<file path="src/rtl/lexer_pkg.sv">
// Shared constants for the lexer: token kinds, ASCII codes, FSM encoding
// and character-class helpers.
package lexer_pkg;

  localparam int unsigned BYTE_W  = 8;
  localparam int unsigned VALUE_W = 32;
  localparam int unsigned KIND_W  = 4;
  localparam int unsigned STATE_W = 3;
  localparam int unsigned CNT_W   = 3;

  localparam logic [KIND_W-1:0] KIND_NUM   = 4'd0;
  localparam logic [KIND_W-1:0] KIND_SYM   = 4'd1;
  localparam logic [KIND_W-1:0] KIND_IDENT = 4'd2;
  localparam logic [KIND_W-1:0] KIND_EOF   = 4'd3;
  localparam logic [KIND_W-1:0] KIND_ERR   = 4'd4;

  localparam logic [BYTE_W-1:0] CH_SPACE = 8'h20;
  localparam logic [BYTE_W-1:0] CH_TAB   = 8'h09;
  localparam logic [BYTE_W-1:0] CH_LF    = 8'h0A;
  localparam logic [BYTE_W-1:0] CH_CR    = 8'h0D;
  localparam logic [BYTE_W-1:0] CH_NUL   = 8'h00;
  localparam logic [BYTE_W-1:0] CH_EQ    = 8'h3D;
  localparam logic [BYTE_W-1:0] CH_BANG  = 8'h21;
  localparam logic [BYTE_W-1:0] CH_LT    = 8'h3C;
  localparam logic [BYTE_W-1:0] CH_GT    = 8'h3E;
  localparam logic [BYTE_W-1:0] CH_0     = 8'h30;
  localparam logic [BYTE_W-1:0] CH_9     = 8'h39;
  localparam logic [BYTE_W-1:0] CH_UA    = 8'h41;
  localparam logic [BYTE_W-1:0] CH_UZ    = 8'h5A;
  localparam logic [BYTE_W-1:0] CH_LA    = 8'h61;
  localparam logic [BYTE_W-1:0] CH_LZ    = 8'h7A;
  localparam logic [BYTE_W-1:0] CH_UNDER = 8'h5F;

  localparam logic [STATE_W-1:0] ST_SKIP  = 3'd0;
  localparam logic [STATE_W-1:0] ST_NUM   = 3'd1;
  localparam logic [STATE_W-1:0] ST_IDENT = 3'd2;
  localparam logic [STATE_W-1:0] ST_OP2   = 3'd3;
  localparam logic [STATE_W-1:0] ST_DONE  = 3'd4;

  function automatic logic is_digit(input logic [BYTE_W-1:0] c);
    return (c >= CH_0) && (c <= CH_9);
  endfunction

  // Identifier start characters: letters and underscore.
  function automatic logic is_alpha(input logic [BYTE_W-1:0] c);
    return ((c >= CH_UA) && (c <= CH_UZ)) || ((c >= CH_LA) && (c <= CH_LZ)) || (c == CH_UNDER);
  endfunction

  function automatic logic is_ws(input logic [BYTE_W-1:0] c);
    return (c == CH_SPACE) || (c == CH_TAB) || (c == CH_LF) || (c == CH_CR);
  endfunction

  function automatic logic is_op2(input logic [BYTE_W-1:0] c);
    return (c == CH_EQ) || (c == CH_BANG) || (c == CH_LT) || (c == CH_GT);
  endfunction

  function automatic logic is_sym(input logic [BYTE_W-1:0] c);
    logic r;
    case (c)
      8'h2B, 8'h2D, 8'h2A, 8'h2F, 8'h28, 8'h29,
      8'h7B, 8'h7D, 8'h3B, 8'h2C, 8'h26: r = 1'b1;
      default:                           r = 1'b0;
    endcase
    return r;
  endfunction

endpackage

</file>
<file path="src/rtl/lexer_ibuf.sv">
// Two-entry byte buffer in front of the lexer FSM, issuing FIFO reads so that
// buffered plus in-flight bytes never exceed two.
module lexer_ibuf
  import lexer_pkg::*;
(
  input  logic              clk,
  input  logic              rst,
  input  logic              empty,
  input  logic              valid,
  input  logic [BYTE_W-1:0] data,
  input  logic              pop,
  input  logic              done,
  output logic              rden_c,
  output logic [BYTE_W-1:0] head,
  output logic              head_valid
);

  logic [1:0]        occ;
  logic              inflight;
  logic [BYTE_W-1:0] b1;
  logic [1:0]        occ_after_pop;
  logic              push;

  // Space check accounts for this cycle's pop so a full buffer still streams.
  always_comb begin
    occ_after_pop = occ - 2'(pop);
    rden_c        = !rst && !empty && !done &&
                    (({1'b0, occ_after_pop} + 3'(inflight)) < 3'd2);
  end

  assign push       = valid && inflight;
  assign head_valid = (occ != 2'd0);

  always_ff @(posedge clk) begin
    if (rst) begin
      occ      <= 2'd0;
      inflight <= 1'b0;
      head     <= '0;
      b1       <= '0;
    end else begin
      inflight <= rden_c;
      case ({push, pop})
        2'b10: begin
          if (occ == 2'd0) head <= data;
          else             b1   <= data;
          occ <= occ + 2'd1;
        end
        2'b01: begin
          head <= b1;
          occ  <= occ - 2'd1;
        end
        2'b11: begin
          if (occ == 2'd1) begin
            head <= data;
          end else begin
            head <= b1;
            b1   <= data;
          end
        end
        default: ;
      endcase
    end
  end

endmodule

</file>
<file path="src/rtl/lexer.sv">
// Tokenizer: pulls ASCII bytes from the fetch FIFO, skips whitespace and
// emits NUM/SYM/IDENT/EOF/ERR tokens over a valid/ready interface.
module lexer
  import lexer_pkg::*;
(
  input  logic               CCLK,
  input  logic               CRST,
  input  logic               I_EMPTY,
  output logic               I_RDEN,
  input  logic               I_VALID,
  input  logic [BYTE_W-1:0]  I_DATA,
  output logic               O_VALID,
  input  logic               O_READY,
  output logic [KIND_W-1:0]  O_KIND,
  output logic [VALUE_W-1:0] O_VALUE,
  output logic               O_DONE
);

  logic [STATE_W-1:0] state, state_nxt;
  logic [VALUE_W-1:0] acc, acc_nxt;
  logic [CNT_W-1:0]   cnt, cnt_nxt;
  logic [BYTE_W-1:0]  first, first_nxt;
  logic [BYTE_W-1:0]  head;
  logic               head_valid;
  logic               pop_c;
  logic               emit_c;
  logic [KIND_W-1:0]  ekind_c;
  logic [VALUE_W-1:0] evalue_c;
  logic               out_free_c;

  lexer_ibuf u_ibuf (
    .clk        (CCLK),
    .rst        (CRST),
    .empty      (I_EMPTY),
    .valid      (I_VALID),
    .data       (I_DATA),
    .pop        (pop_c),
    .done       (state == ST_DONE),
    .rden_c     (I_RDEN),
    .head       (head),
    .head_valid (head_valid)
  );

  assign out_free_c = !O_VALID || O_READY;

  always_ff @(posedge CCLK) begin
    if (CRST) state <= ST_SKIP;
    else      state <= state_nxt;
  end

  // Token-emitting decisions wait for a free output slot; pure accumulation does not.
  always_comb begin
    state_nxt = state;
    acc_nxt   = acc;
    cnt_nxt   = cnt;
    first_nxt = first;
    pop_c     = 1'b0;
    emit_c    = 1'b0;
    ekind_c   = KIND_NUM;
    evalue_c  = '0;
    if (head_valid) begin
      case (state)
        ST_SKIP: begin
          if (is_ws(head)) begin
            pop_c = 1'b1;
          end else if (is_digit(head)) begin
            acc_nxt   = VALUE_W'(head - CH_0);
            state_nxt = ST_NUM;
            pop_c     = 1'b1;
          end else if (is_alpha(head)) begin
            acc_nxt   = VALUE_W'(head);
            cnt_nxt   = CNT_W'(1);
            state_nxt = ST_IDENT;
            pop_c     = 1'b1;
          end else if (is_op2(head)) begin
            first_nxt = head;
            state_nxt = ST_OP2;
            pop_c     = 1'b1;
          end else if (out_free_c) begin
            emit_c = 1'b1;
            pop_c  = 1'b1;
            if (head == CH_NUL) begin
              ekind_c   = KIND_EOF;
              state_nxt = ST_DONE;
            end else if (is_sym(head)) begin
              ekind_c  = KIND_SYM;
              evalue_c = VALUE_W'(head);
            end else begin
              ekind_c  = KIND_ERR;
              evalue_c = VALUE_W'(head);
            end
          end
        end
        ST_NUM: begin
          if (is_digit(head)) begin
            acc_nxt = (acc << 3) + (acc << 1) + VALUE_W'(head - CH_0);
            pop_c   = 1'b1;
          end else if (out_free_c) begin
            emit_c    = 1'b1;
            ekind_c   = KIND_NUM;
            evalue_c  = acc;
            state_nxt = ST_SKIP;
          end
        end
        ST_IDENT: begin
          if (is_alpha(head) || is_digit(head)) begin
            if (cnt < CNT_W'(4)) begin
              acc_nxt = {acc[VALUE_W-BYTE_W-1:0], head};
              cnt_nxt = cnt + CNT_W'(1);
            end
            pop_c = 1'b1;
          end else if (out_free_c) begin
            emit_c    = 1'b1;
            ekind_c   = KIND_IDENT;
            evalue_c  = acc;
            state_nxt = ST_SKIP;
          end
        end
        ST_OP2: begin
          if (out_free_c) begin
            emit_c    = 1'b1;
            state_nxt = ST_SKIP;
            if (head == CH_EQ) begin
              ekind_c  = KIND_SYM;
              evalue_c = {16'h0, first, CH_EQ};
              pop_c    = 1'b1;
            end else if (first == CH_BANG) begin
              ekind_c  = KIND_ERR;
              evalue_c = VALUE_W'(CH_BANG);
            end else begin
              ekind_c  = KIND_SYM;
              evalue_c = VALUE_W'(first);
            end
          end
        end
        default: ;
      endcase
    end
  end

  always_ff @(posedge CCLK) begin
    if (CRST) begin
      acc   <= '0;
      cnt   <= '0;
      first <= '0;
    end else begin
      acc   <= acc_nxt;
      cnt   <= cnt_nxt;
      first <= first_nxt;
    end
  end

  // Output slot reloads when empty or when its current token is accepted.
  always_ff @(posedge CCLK) begin
    if (CRST) begin
      O_VALID <= 1'b0;
      O_KIND  <= '0;
      O_VALUE <= '0;
      O_DONE  <= 1'b0;
    end else begin
      if (out_free_c) begin
        O_VALID <= emit_c;
        if (emit_c) begin
          O_KIND  <= ekind_c;
          O_VALUE <= evalue_c;
        end
      end
      if (O_VALID && O_READY && (O_KIND == KIND_EOF)) O_DONE <= 1'b1;
    end
  end

endmodule

</file>
<file path="config.mk">
export PLATFORM = sky130hd
export DESIGN_NAME = lexer
export DESIGN_NICKNAME = d
export VERILOG_FILES = /design/src/rtl/lexer_pkg.sv /design/src/rtl/lexer_ibuf.sv /design/src/rtl/lexer.sv
export SDC_FILE = /design/constraint.sdc
export NUM_CORES = 1
export LEC_CHECK = 0
export ABC_AREA = 1
export BUFFER_PORTS_ARGS = -buffer_cell sky130_fd_sc_hd__clkbuf_2
export CORE_MARGIN = 8
export CORE_UTILIZATION = 40
export CTS_BUF_LIST = sky130_fd_sc_hd__clkbuf_2
export CTS_CLUSTER_SIZE = 10
export DETAILED_ROUTE_END_ITERATION = 7
export GPL_TIMING_DRIVEN = 0
export REMOVE_ABC_BUFFERS = 1
export SYNTH_ARGS = -nofsm -noshare
export SYNTH_HDL_FRONTEND = slang
export SYNTH_SLANG_ARGS = --single-unit
</file>
<file path="constraint.sdc">
create_clock -name CCLK -period 6.2 [get_ports CCLK]
set_clock_uncertainty 0.2 [all_clocks]
set_input_delay 0.31 -clock CCLK [delete_from_list [all_inputs] [get_ports CCLK]]
set_output_delay 0.31 -clock CCLK [all_outputs]
set_load 0.05 [all_outputs]
</file>
* After elaboration in Yosys (flattened, before gate mapping)
Index checks and enable logic that the tools add are counted.
** Cells by class
- Reductions and logical operators :: 41
- Multiplexer cells :: 80
- Bitwise gates (word level) :: 3
- Eq/ne operators :: 44
- $add $sub $neg :: 8
- Magnitude comparators :: 8
** Operator list (count)
- two-way mux 32 bit :: 9
- case mux 32 bit (4 select lines) :: 1
- equality test 8 x 6 -> 1 bit, second input constant :: 15
- case mux 32 bit (3 select lines) :: 1
- two-way mux 8 bit :: 10
- two-way mux 3 bit :: 23
- adder 32 bit :: 2
- two-way mux 1 bit :: 26
- equality test 8 x 4 -> 1 bit, second input constant :: 3
- equality test 8 x 7 -> 1 bit, second input constant :: 3
- case mux 8 bit (3 select lines) :: 1
- AND reduction 7 bit :: 3
- inequality test 2 bit, second input constant :: 10
- >= comparator 8 x 7 -> 1 bit, second input constant :: 2
- less-or-equal comparator 8 x 7 -> 1 bit, second input constant :: 2
- two-way mux 16 bit :: 1
- case mux 8 bit (2 select lines) :: 1
- case mux 3 bit (4 select lines) :: 1
- OR reduction 11 bit :: 1
- logical OR 1 bit :: 10
- inequality test 5 bit, second input constant :: 2
- logical AND 1 bit :: 9
- case mux 3 bit (3 select lines) :: 1
- subtractor 8 x 6 -> 9 bit, second input constant :: 1
- other kinds (32) :: 46
** Storage, ports and cells
- Word-level logic and storage cells :: 196
- Register bits after elaboration :: 103

* Depth between registers and ports, before layout
Gate-level depths: netlist (run 1).
- Word-level depth :: 19
- Depth in mapped cells :: 20
- Gate-level depth less buffers :: 19

* Modules after synthesis
From an unflattened synthesis (run 1), not the netlist that was laid out.
** Second synthesis, totals
- Cells, all modules :: 1266
- Area total of the unflattened synthesis :: 8186.6 um^2
** Modules (own cells, without submodules)
- lexer :: area an instance 7086.8 um^2, times used 1, cells an instance 1121
- lexer_ibuf :: area an instance 1099.8 um^2, times used 1, cells an instance 145

* Least setup slack after synthesis (run 1)
No wires, ideal clock.
- Path type :: reg2out
- Start :: register u_ibuf.head[4]
- End :: output I_RDEN
- Slack :: 2262 ps
- Path buffers :: 1
- Arrival :: 3428 ps
- Cell stages (with the launch flop) :: 17
- Path through :: dfxtp_1 -> inv_1 -> ha_1 -> nand2_1 -> nor2_1 -> nand2_1 -> nand2_2 -> a21oi_4 -> nand3_4 -> a21oi_2 -> nand2_2 -> nand2_4 -> buf_6 -> inv_1 -> ha_1 -> o21ai_0 -> a311oi_1
** On the way
- Longest elaborated chain between the ends :: 14
- Elaborated cells on any way between the ends :: 41
** Ends and longest elaborated chain
- from (decl) :: RTL line lexer_ibuf.sv:14 : output logic [BYTE_W-1:0] head,
- from (signal assigned) :: RTL line lexer_ibuf.sv:44 : if (occ == 2'd0) head <= data;
- from (signal assigned) :: RTL line lexer_ibuf.sv:54 : head <= data;
- parallel branches: the longest is 8 deep, another holds >= comparator 8 x 7 -> 1 bit
- case mux 1 bit (4 select lines) (*) :: RTL line lexer.sv:62 : case (state)
- two-way mux 1 bit (*) :: RTL line lexer.sv:61 : if (head_valid) begin
- subtractor 2 x 1 -> 2 bit (*) :: RTL line lexer_ibuf.sv:26 : occ_after_pop = occ - 2'(pop);
- adder 2 x 1 -> 3 bit (*) :: RTL line lexer_ibuf.sv:28 : (({1'b0, occ_after_pop} + 3'(inflight)) < 3'd2);
- < comparator 3 x 2 -> 1 bit (*) :: RTL line lexer_ibuf.sv:28
- logical AND 1 bit (*) :: RTL line lexer_ibuf.sv:27 : rden_c = !rst && !empty && !done &&
- to (decl) :: RTL line lexer.sv:9 : output logic I_RDEN,
Mark *: on every way between the ends.

* Worst setup path in the final report (run 1)
- Start :: register state[2]
- End :: output I_RDEN
** On the way
- Longest elaborated chain between the ends :: 7
- Elaborated cells on any way between the ends :: 13
** Ends and longest elaborated chain
- from (decl) :: RTL line lexer.sv:19 : logic [STATE_W-1:0] state, state_nxt;
- from (signal assigned) :: RTL line lexer.sv:48 : else state <= state_nxt;
- equality test 3 x 2 -> 1 bit (tied with other cells) :: RTL line lexer.sv:62
- case mux 1 bit (4 select lines) :: RTL line lexer.sv:62
- two-way mux 1 bit :: RTL line lexer.sv:61
- subtractor 2 x 1 -> 2 bit :: RTL line lexer_ibuf.sv:26
- adder 2 x 1 -> 3 bit :: RTL line lexer_ibuf.sv:28
- < comparator 3 x 2 -> 1 bit :: RTL line lexer_ibuf.sv:28
- logical AND 1 bit (*) :: RTL line lexer_ibuf.sv:27
Every way passes the cells marked *; elsewhere a longest branch is shown, timed or not.

==> impl_metrics.py, run 1 <==
metrics = {
    "timing": {
        "drv_slew": 0,
        "hold_viol": 0,
        "fmax_mhz": 199,
        "setup_viol": 0,
        "setup_tns_ns": 0,
        "tightest_slew_ns": 1.17,
        "relSlewSlack": 0.221,
        "rsz0062_at_grt": "no",
        "finalCritPeriodShare": 0.810,
        "finalCriticalPeriod_ns": 5.02,
    },
    "floorplan": {
        "die_area_mm2": 0.0249,
        "rows": 52,
        "die_y_um": 158,
        "initial_utilization": 0.403,
        "die_w_um": 158,
        "ioPinCount": 52,
        "core_mm2": 0.0200,
    },
    "logic_synthesis": {
        "ys_async_sr_fraction": 0,
        "synth_seq_cells": 102,
        "avgSynthCellArea_um2": 6.45,
        "synth_top_area_cell": "dfxtp_1",
        "synth-edff-count": 0,
        "synth_area_mm2": 0.00806,
        "yosysSeqAreaShare": 0.253,
        "synth_ff_type": "dfxtp_1",
        "synth.distinct_cells": 48,
        "yosys_warnings": 0,
        "syn_inst": 1249,
        "synth_area_leaders": "dfxtp_1 25%, nand2_1 15%, nor2_1 10%, fa_1 7.2%, ha_1 6.7%",
        "netlist.area_leader.share": 0.253,
    },
    "routing": {
        "drcViolationCount": 0,
        "viasPerCell": 5.13,
        "drt_wl_total_mm": 23.1,
        "vias": 7993,
        "drtIter0Drc": 483,
        "wl_per_cell_um": 14.8,
        "drt.antenna.violating_nets": 0,
        "first_pass_iters": 5,
    },
    "critical_path": {
        "worstSetupPathType": "register to primary output",
        "cp-startpoint": "state[2]$_SDFFE_PP0P_",
        "required_ns": 5.69,
        "critPathBufInv": 4,
        "arrival_ns": 4.51,
        "start_kind": "register",
        "path_max_fanout": 23,
        "reg2reg_slack_ns": 1.23,
        "r2r-start": "u_ibuf.head[4]$_SDFFE_PP0P_",
        "endpoint_kind": "primary output",
        "rr_worst_depth": 15,
        "crit_chain": "nor3_2 > buf_6 > inv_1 > o21ai_0 > a21oi_2 > nand2_2 > nand2_4 > inv_1 > ha_1 > o21ai_0 > a311oi_1 > clkbuf_2",
        "critPathTopFamily": "simple AND/OR/NAND/NOR gates",
        "timing.rr.end": "acc[29]$_SDFFE_PP0P_",
        "slowest_stage": "nor3_2",
        "max_stage_delay_ns": 0.86,
    },
    "clock_tree": {
        "htree_levels": 3,
        "numCtsBuffers": 9,
        "hold_buffers": 14,
        "clkTransAtPathRegs_ns": 0.32,
        "ctsResizeCount": 0,
        "clock-root-buffer": "clkbuf_2",
        "clockBufferDepth": 2,
        "postCtsSetupRepairBufs": 0,
        "cts_sinks": 102,
        "cts_tree": "built",
        "insertion_delay_ns": 0.66,
    },
    "cells_and_area": {
        "area_growth_syn_to_layout_pct": 7.83,
        "fillers": 2177,
        "final_common_cell": "nand2_1",
        "final_cell_mix": "320 x nand2_1, 219 x nor2_1, 107 x a21oi_1",
        "drive_above_1_share": 0.0839,
        "postLayoutCoreUtil": 0.435,
        "fin_nets": 1368,
    },
    "global_routing": {
        "antenna_found_initial": 1,
        "grt_use_total": 0.192,
        "grt_max_degree": 52,
        "overflow": 0,
        "grt_pass1_wl_mm": 38.6,
        "grt_pass1_vias": 7749,
    },
    "placement": {
        "hpwl_mm": 17.8,
        "io_buffers": 50,
        "gp_congestion": 0.956,
    },
    "hold_path": {
        "hold_path_end": "u_ibuf.b1[3]$_SDFFE_PP0P_",
        "hp-class": "primary input to register",
        "hold_depth": 4,
        "hp-start": "I_DATA[3]",
    },
    "status": {
        "status": "complete, no violations",
    },
    "flow_run": {
        "cap_violations": 0,
    },
}
## kinds of logic (layout without fill, tap and decap cells)
| logic type | Yosys count | after routing | synth area share |
|---|---|---|---|
| adder cells (fa/ha/maj) | 72 | 72 | 0.139 |
| buffers and inverters | 149 | 188 | 0.0822 |
| other | 1 | 2 | 0.000466 |
| AO/OA/AOI/OAI | 247 | 247 | 0.165 |
| AND/OR/NAND/NOR | 670 | 670 | 0.351 |
| XOR/XNOR | 8 | 8 | 0.00870 |
| flip-flops | 102 | 102 | 0.253 |
## final cells by class
class                   instances  area (µm²)  area share
multi-input cells             998        5360       0.617
clock buffers                  10        50.0     0.00576
well taps                     270         338      0.0389
repair buffers                 66         422      0.0485
diodes                          1        2.50    0.000288
inverters                     106         400      0.0461
clock inverters                 6        70.1     0.00807
flip-flops and latches        102        2040       0.235
## sequential cells by signal (all words and copies together), names as in the netlist
name,cells
u_ibuf.inflight,1
acc,32
u_ibuf.occ,2
O_VALID,1
O_KIND,3
u_ibuf.head,8
O_DONE,1
state,3
u_ibuf.b1,8
cnt,3
O_VALUE,32
first,8
## stage by stage
stage               hold slack [ns]  area [µm²]  cells  worst slack [ns]
floorplan                     0.179        7790   1206              1.33
global placement              0.249        8380   1526            -0.404
detailed placement            0.256        8420   1528              1.33
CTS                           0.206        8680   1558              1.17
global route                  0.241        8690   1559             0.899
finish                        0.248        8690   1559              1.18
## worst min-delay path, stage by stage
cell           delay, ns
dlygate4sd3_1       0.52
clkbuf_2            0.12
o21ai_0             0.08
nor2_1              0.08
## how the worst max path moves through the flow
stage                      endpoint  depth (start not counted)
6_report                     I_RDEN                         12
5_1_grt                      I_RDEN                         13
4_1_cts                      I_RDEN                         12
3_5_place_dp   acc[22]$_SDFFE_PP0P_                         15
3_3_place_gp   acc[15]$_SDFFE_PP0P_                         11
2_1_floorplan                I_RDEN                         10
## cell usage after synthesis, types with 6 or more instances
cell / n
nand4_1: 14
fa_1: 29
clkbuf_1: 20
buf_6: 9
a22oi_1: 8
inv_1: 101
nor2_1: 219
or2_2: 6
buf_4: 6
ha_1: 43
a21oi_1: 107
nand3_1: 73
o21ai_0: 103
nor3_1: 10
dfxtp_1: 102
nand2_2: 8
nand2_1: 320
## per-layer routing
metal	track usage	share of wire	up-vias
li1	-	-	4131
met1	0.227	0.44	3639
met2	0.342	0.49	173
met3	0.0289	0.037	50
met4	0.0780	0.035	0
met5	0	0	-
Power of run 1 is left out: the tool's default activity adds up to more than one toggle a clock period on the data nets, which glitch-free logic cannot reach.
==> inputs of run 2 (changes only) <==
--- a/config.mk
+++ b/config.mk
@@ -5,7 +5,7 @@
 export SDC_FILE = /design/constraint.sdc
 export NUM_CORES = 1
 export LEC_CHECK = 0
-export ABC_AREA = 1
+export ABC_AREA = 0
 export BUFFER_PORTS_ARGS = -buffer_cell sky130_fd_sc_hd__clkbuf_2
 export CORE_MARGIN = 8
 export CORE_UTILIZATION = 40
==> constraint.sdc (replaced) <==
create_clock -name CCLK -period 4.8 [get_ports CCLK]
set_clock_uncertainty 0.2 [all_clocks]
set_input_delay 0.24 -clock CCLK [delete_from_list [all_inputs] [get_ports CCLK]]
set_output_delay 0.24 -clock CCLK [all_outputs]
set_load 0.05 [all_outputs]
==> impl_metrics.py, run 2 <==
metrics = {
    "timing": {
        "tightest_slew_ns": 1.22,
        "setup_viol": 0,
        "fin_ws_ns": 0.255,
        "setup_tns_ns": 0,
        "fmax_mhz": 220,
        "relSlewSlack": 0.185,
        "finalCritPeriodShare": 0.947,
        "drv_slew": 0,
        "hold-worst-slack_ns": 0.275,
        "rsz0062_at_grt": "no",
        "hold_viol": 0,
        "finalCriticalPeriod_ns": 4.54,
    },
    "critical_path": {
        "worstSetupPathType": "register to register",
        "max_stage_delay_ns": 0.70,
        "arrival_ns": 4.93,
        "critPathMostFrequentCell": "a31oi_1",
        "reg2reg_slack_ns": 0.26,
        "start_kind": "register",
        "cp-startpoint": "u_ibuf.head[6]$_SDFFE_PP0P_",
        "path_max_fanout": 12,
        "endpoint_kind": "register",
        "rr_worst_depth": 12,
        "crit_chain": "or2_2 > nor2_2 > fa_1 > ha_1 > and3_1 > nand2_1 > nor2_1 > o21ai_1 > a31oi_1 > o211ai_1 > a311o_1 > a31oi_1",
        "timing.rr.end": "acc[30]$_SDFFE_PP0P_",
        "r2r-start": "u_ibuf.head[6]$_SDFFE_PP0P_",
        "required_ns": 5.19,
        "slowest_stage": "nor2_2",
        "crit_end": "acc[30]$_SDFFE_PP0P_",
    },
    "logic_synthesis": {
        "synth_area_mm2": 0.00726,
        "synth_ff_type": "dfxtp_1",
        "synth-edff-count": 0,
        "synth_area_leaders": "dfxtp_1 28%, fa_1 8.0%, ha_1 7.4%, nor2_1 5.3%, a221oi_1 4.5%",
        "synth_top_area_cell": "dfxtp_1",
        "synth_seq_cells": 102,
        "netlist.area_leader.share": 0.281,
        "synth_common_cells": "102 x dfxtp_1, 102 x nor2_1, 68 x nand2_1",
        "synth.distinct_cells": 70,
        "avgSynthCellArea_um2": 8.55,
        "syn_inst": 849,
        "yosysSeqAreaShare": 0.281,
        "yosys_warnings": 0,
        "ys_async_sr_fraction": 0,
    },
    "cells_and_area": {
        "fin_nets": 966,
        "fillers": 1823,
        "final_cell_mix": "101 x nor2_1, 100 x dfxtp_1, 66 x nand2_1",
        "drive_above_1_share": 0.132,
        "reg_top3": "O_VALUE (32), acc (32)",
        "stdcell_area_mm2": 0.00795,
        "final_common_cell": "nor2_1",
        "area_growth_syn_to_layout_pct": 9.55,
        "final-seq-area_mm2": 0.00204,
        "multi_input_area_mm2": 0.00486,
        "stdcell_count": 1116,
    },
    "flow_run": {
        "cap_violations": 0,
    },
    "clock_tree": {
        "htree_levels": 3,
        "cts_sinks": 102,
        "cts_tree": "built",
        "clkTransAtPathRegs_ns": 0.30,
        "clockBufferDepth": 2,
        "clock-root-buffer": "clkbuf_2",
        "insertion_delay_ns": 0.63,
        "numCtsBuffers": 9,
    },
    "global_routing": {
        "grt_use_total": 0.175,
        "grt_max_degree": 76,
        "overflow": 0,
        "grt_pass1_vias": 6074,
        "antenna_found_initial": 1,
        "grt_pass1_wl_mm": 32.1,
    },
    "placement": {
        "dpl_worst_slack_ns": -0.0685,
        "dp.cells": 1077,
        "placed_cell_area_mm2": 0.00762,
        "io_buffers": 50,
        "hpwl_mm": 14.1,
        "gp_congestion": 0.935,
    },
    "floorplan": {
        "die_area_mm2": 0.0227,
        "initial_utilization": 0.405,
        "core_mm2": 0.0179,
        "ioPinCount": 52,
        "die_y_um": 151,
        "die_w_um": 151,
        "rows": 49,
    },
    "routing": {
        "drtIter0Drc": 538,
        "first_pass_iters": 5,
        "vias": 6416,
        "drt.antenna.violating_nets": 0,
        "drt_wl_total_mm": 19.8,
        "wl_per_cell_um": 17.7,
        "drcViolationCount": 0,
        "viasPerCell": 5.75,
    },
    "power": {
        "powerDensity_mw_per_mm2": 615,
        "p_leak_nw": 3.28,
        "vdd_ir_drop_max_v": 0.000337,
    },
    "hold_path": {
        "hp-class": "primary input to register",
    },
    "status": {
        "status": "complete, no violations",
    },
}
-- run 2: cell types whose count changed in the layout (fill, tap and decap cells not counted), moves of 37 or more --
| cell | delta |
|---|---|
| nor2_1 | -118 |
| inv_1 | -75 |
| o21ai_0 | -76 |
| nand2_1 | -254 |
| a21oi_1 | -58 |
| a221oi_1 | +37 |
| nand3_1 | -42 |
-- run 2: report_power, final --
part           switching, mW  leakage (nW)  internal (mW)
Clock                  0.336        0.0627         0.0764
Sequential             0.241         0.829          0.988
Combinational           1.98          2.39           1.26
Total                   2.56          3.28           2.33
-- run 2: what timing repair did --
action                                  CTS  global route
buffers inserted                          1             0
pin swaps                                 1             2
endpoints found under the hold margin    32             0
hold buffers                             20             0
endpoints found under the setup margin    9            15
gates cloned                              0             1
resized for setup                         3             4
-- run 2: cell families (layout without fill, tap and decap cells) --
logic type      after synthesis  after routing  share of synthesized area
xor+xnor                     28             28                     0.0338
compound gates              219            219                      0.219
simple gates                322            323                      0.225
buf+inv                      83            119                     0.0562
fa+ha+maj                    72             72                      0.154
flops                       102            102                      0.281
other cells                   1              2                   0.000517
mux                          22             22                     0.0303
-- run 2: worst min path at each step --
stage | start | to | slack [ns] | depth (start not counted)
2_1_floorplan | CRST | O_KIND[0]$_SDFFE_PP0P_ | 0.10 | 1
3_3_place_gp | acc[31]$_SDFFE_PP0P_ | O_VALUE[31]$_SDFFE_PP0P_ | 0.24 | 2
3_5_place_dp | O_DONE$_SDFFE_PP0P_ | O_DONE$_SDFFE_PP0P_ | 0.26 | 2
4_1_cts | I_EMPTY | u_ibuf.inflight$_SDFF_PP0_ | 0.24 | 5
5_1_grt | I_DATA[4] | u_ibuf.head[4]$_SDFFE_PP0P_ | 0.27 | 4
6_report | I_DATA[5] | u_ibuf.head[5]$_SDFFE_PP0P_ | 0.27 | 4
-- run 2: final cells by class --
class | instances | share of cell area
flip-flops and latches | 102 | 0.257
clock buffers | 9 | 0.00566
repair buffers | 77 | 0.0710
clock inverters | 7 | 0.00677
inverters | 26 | 0.0123
diodes | 1 | 0.000315
well taps | 229 | 0.0360
multi-input cells | 665 | 0.611
-- run 2: stage by stage --
step / utilization / power, mW
finish: 0.444 / 4.89
global route: 0.444 / 5.30
CTS: 0.443 / 4.86
detailed placement: 0.425 / 4.41
global placement: 0.418 / 4.39
floorplan: - / 3.65
-- run 2: per-layer routing --
metal  track usage  part of all wire  up-vias
met4        0.0515             0.013        0
met2         0.269              0.45      128
li1              -                 -     3172
met1         0.254              0.50     3094
met3        0.0150             0.039       22
met5             0                 0        -
-- run 2: worst max-delay path, delay by kind of cell (launching register included) --
kind,cells,cell delay (ns)
fa+ha+maj,2,0.95
compound gates,5,1.19
flops,1,0.53
simple gates,5,1.62
(Power assumes the default switching activity.)
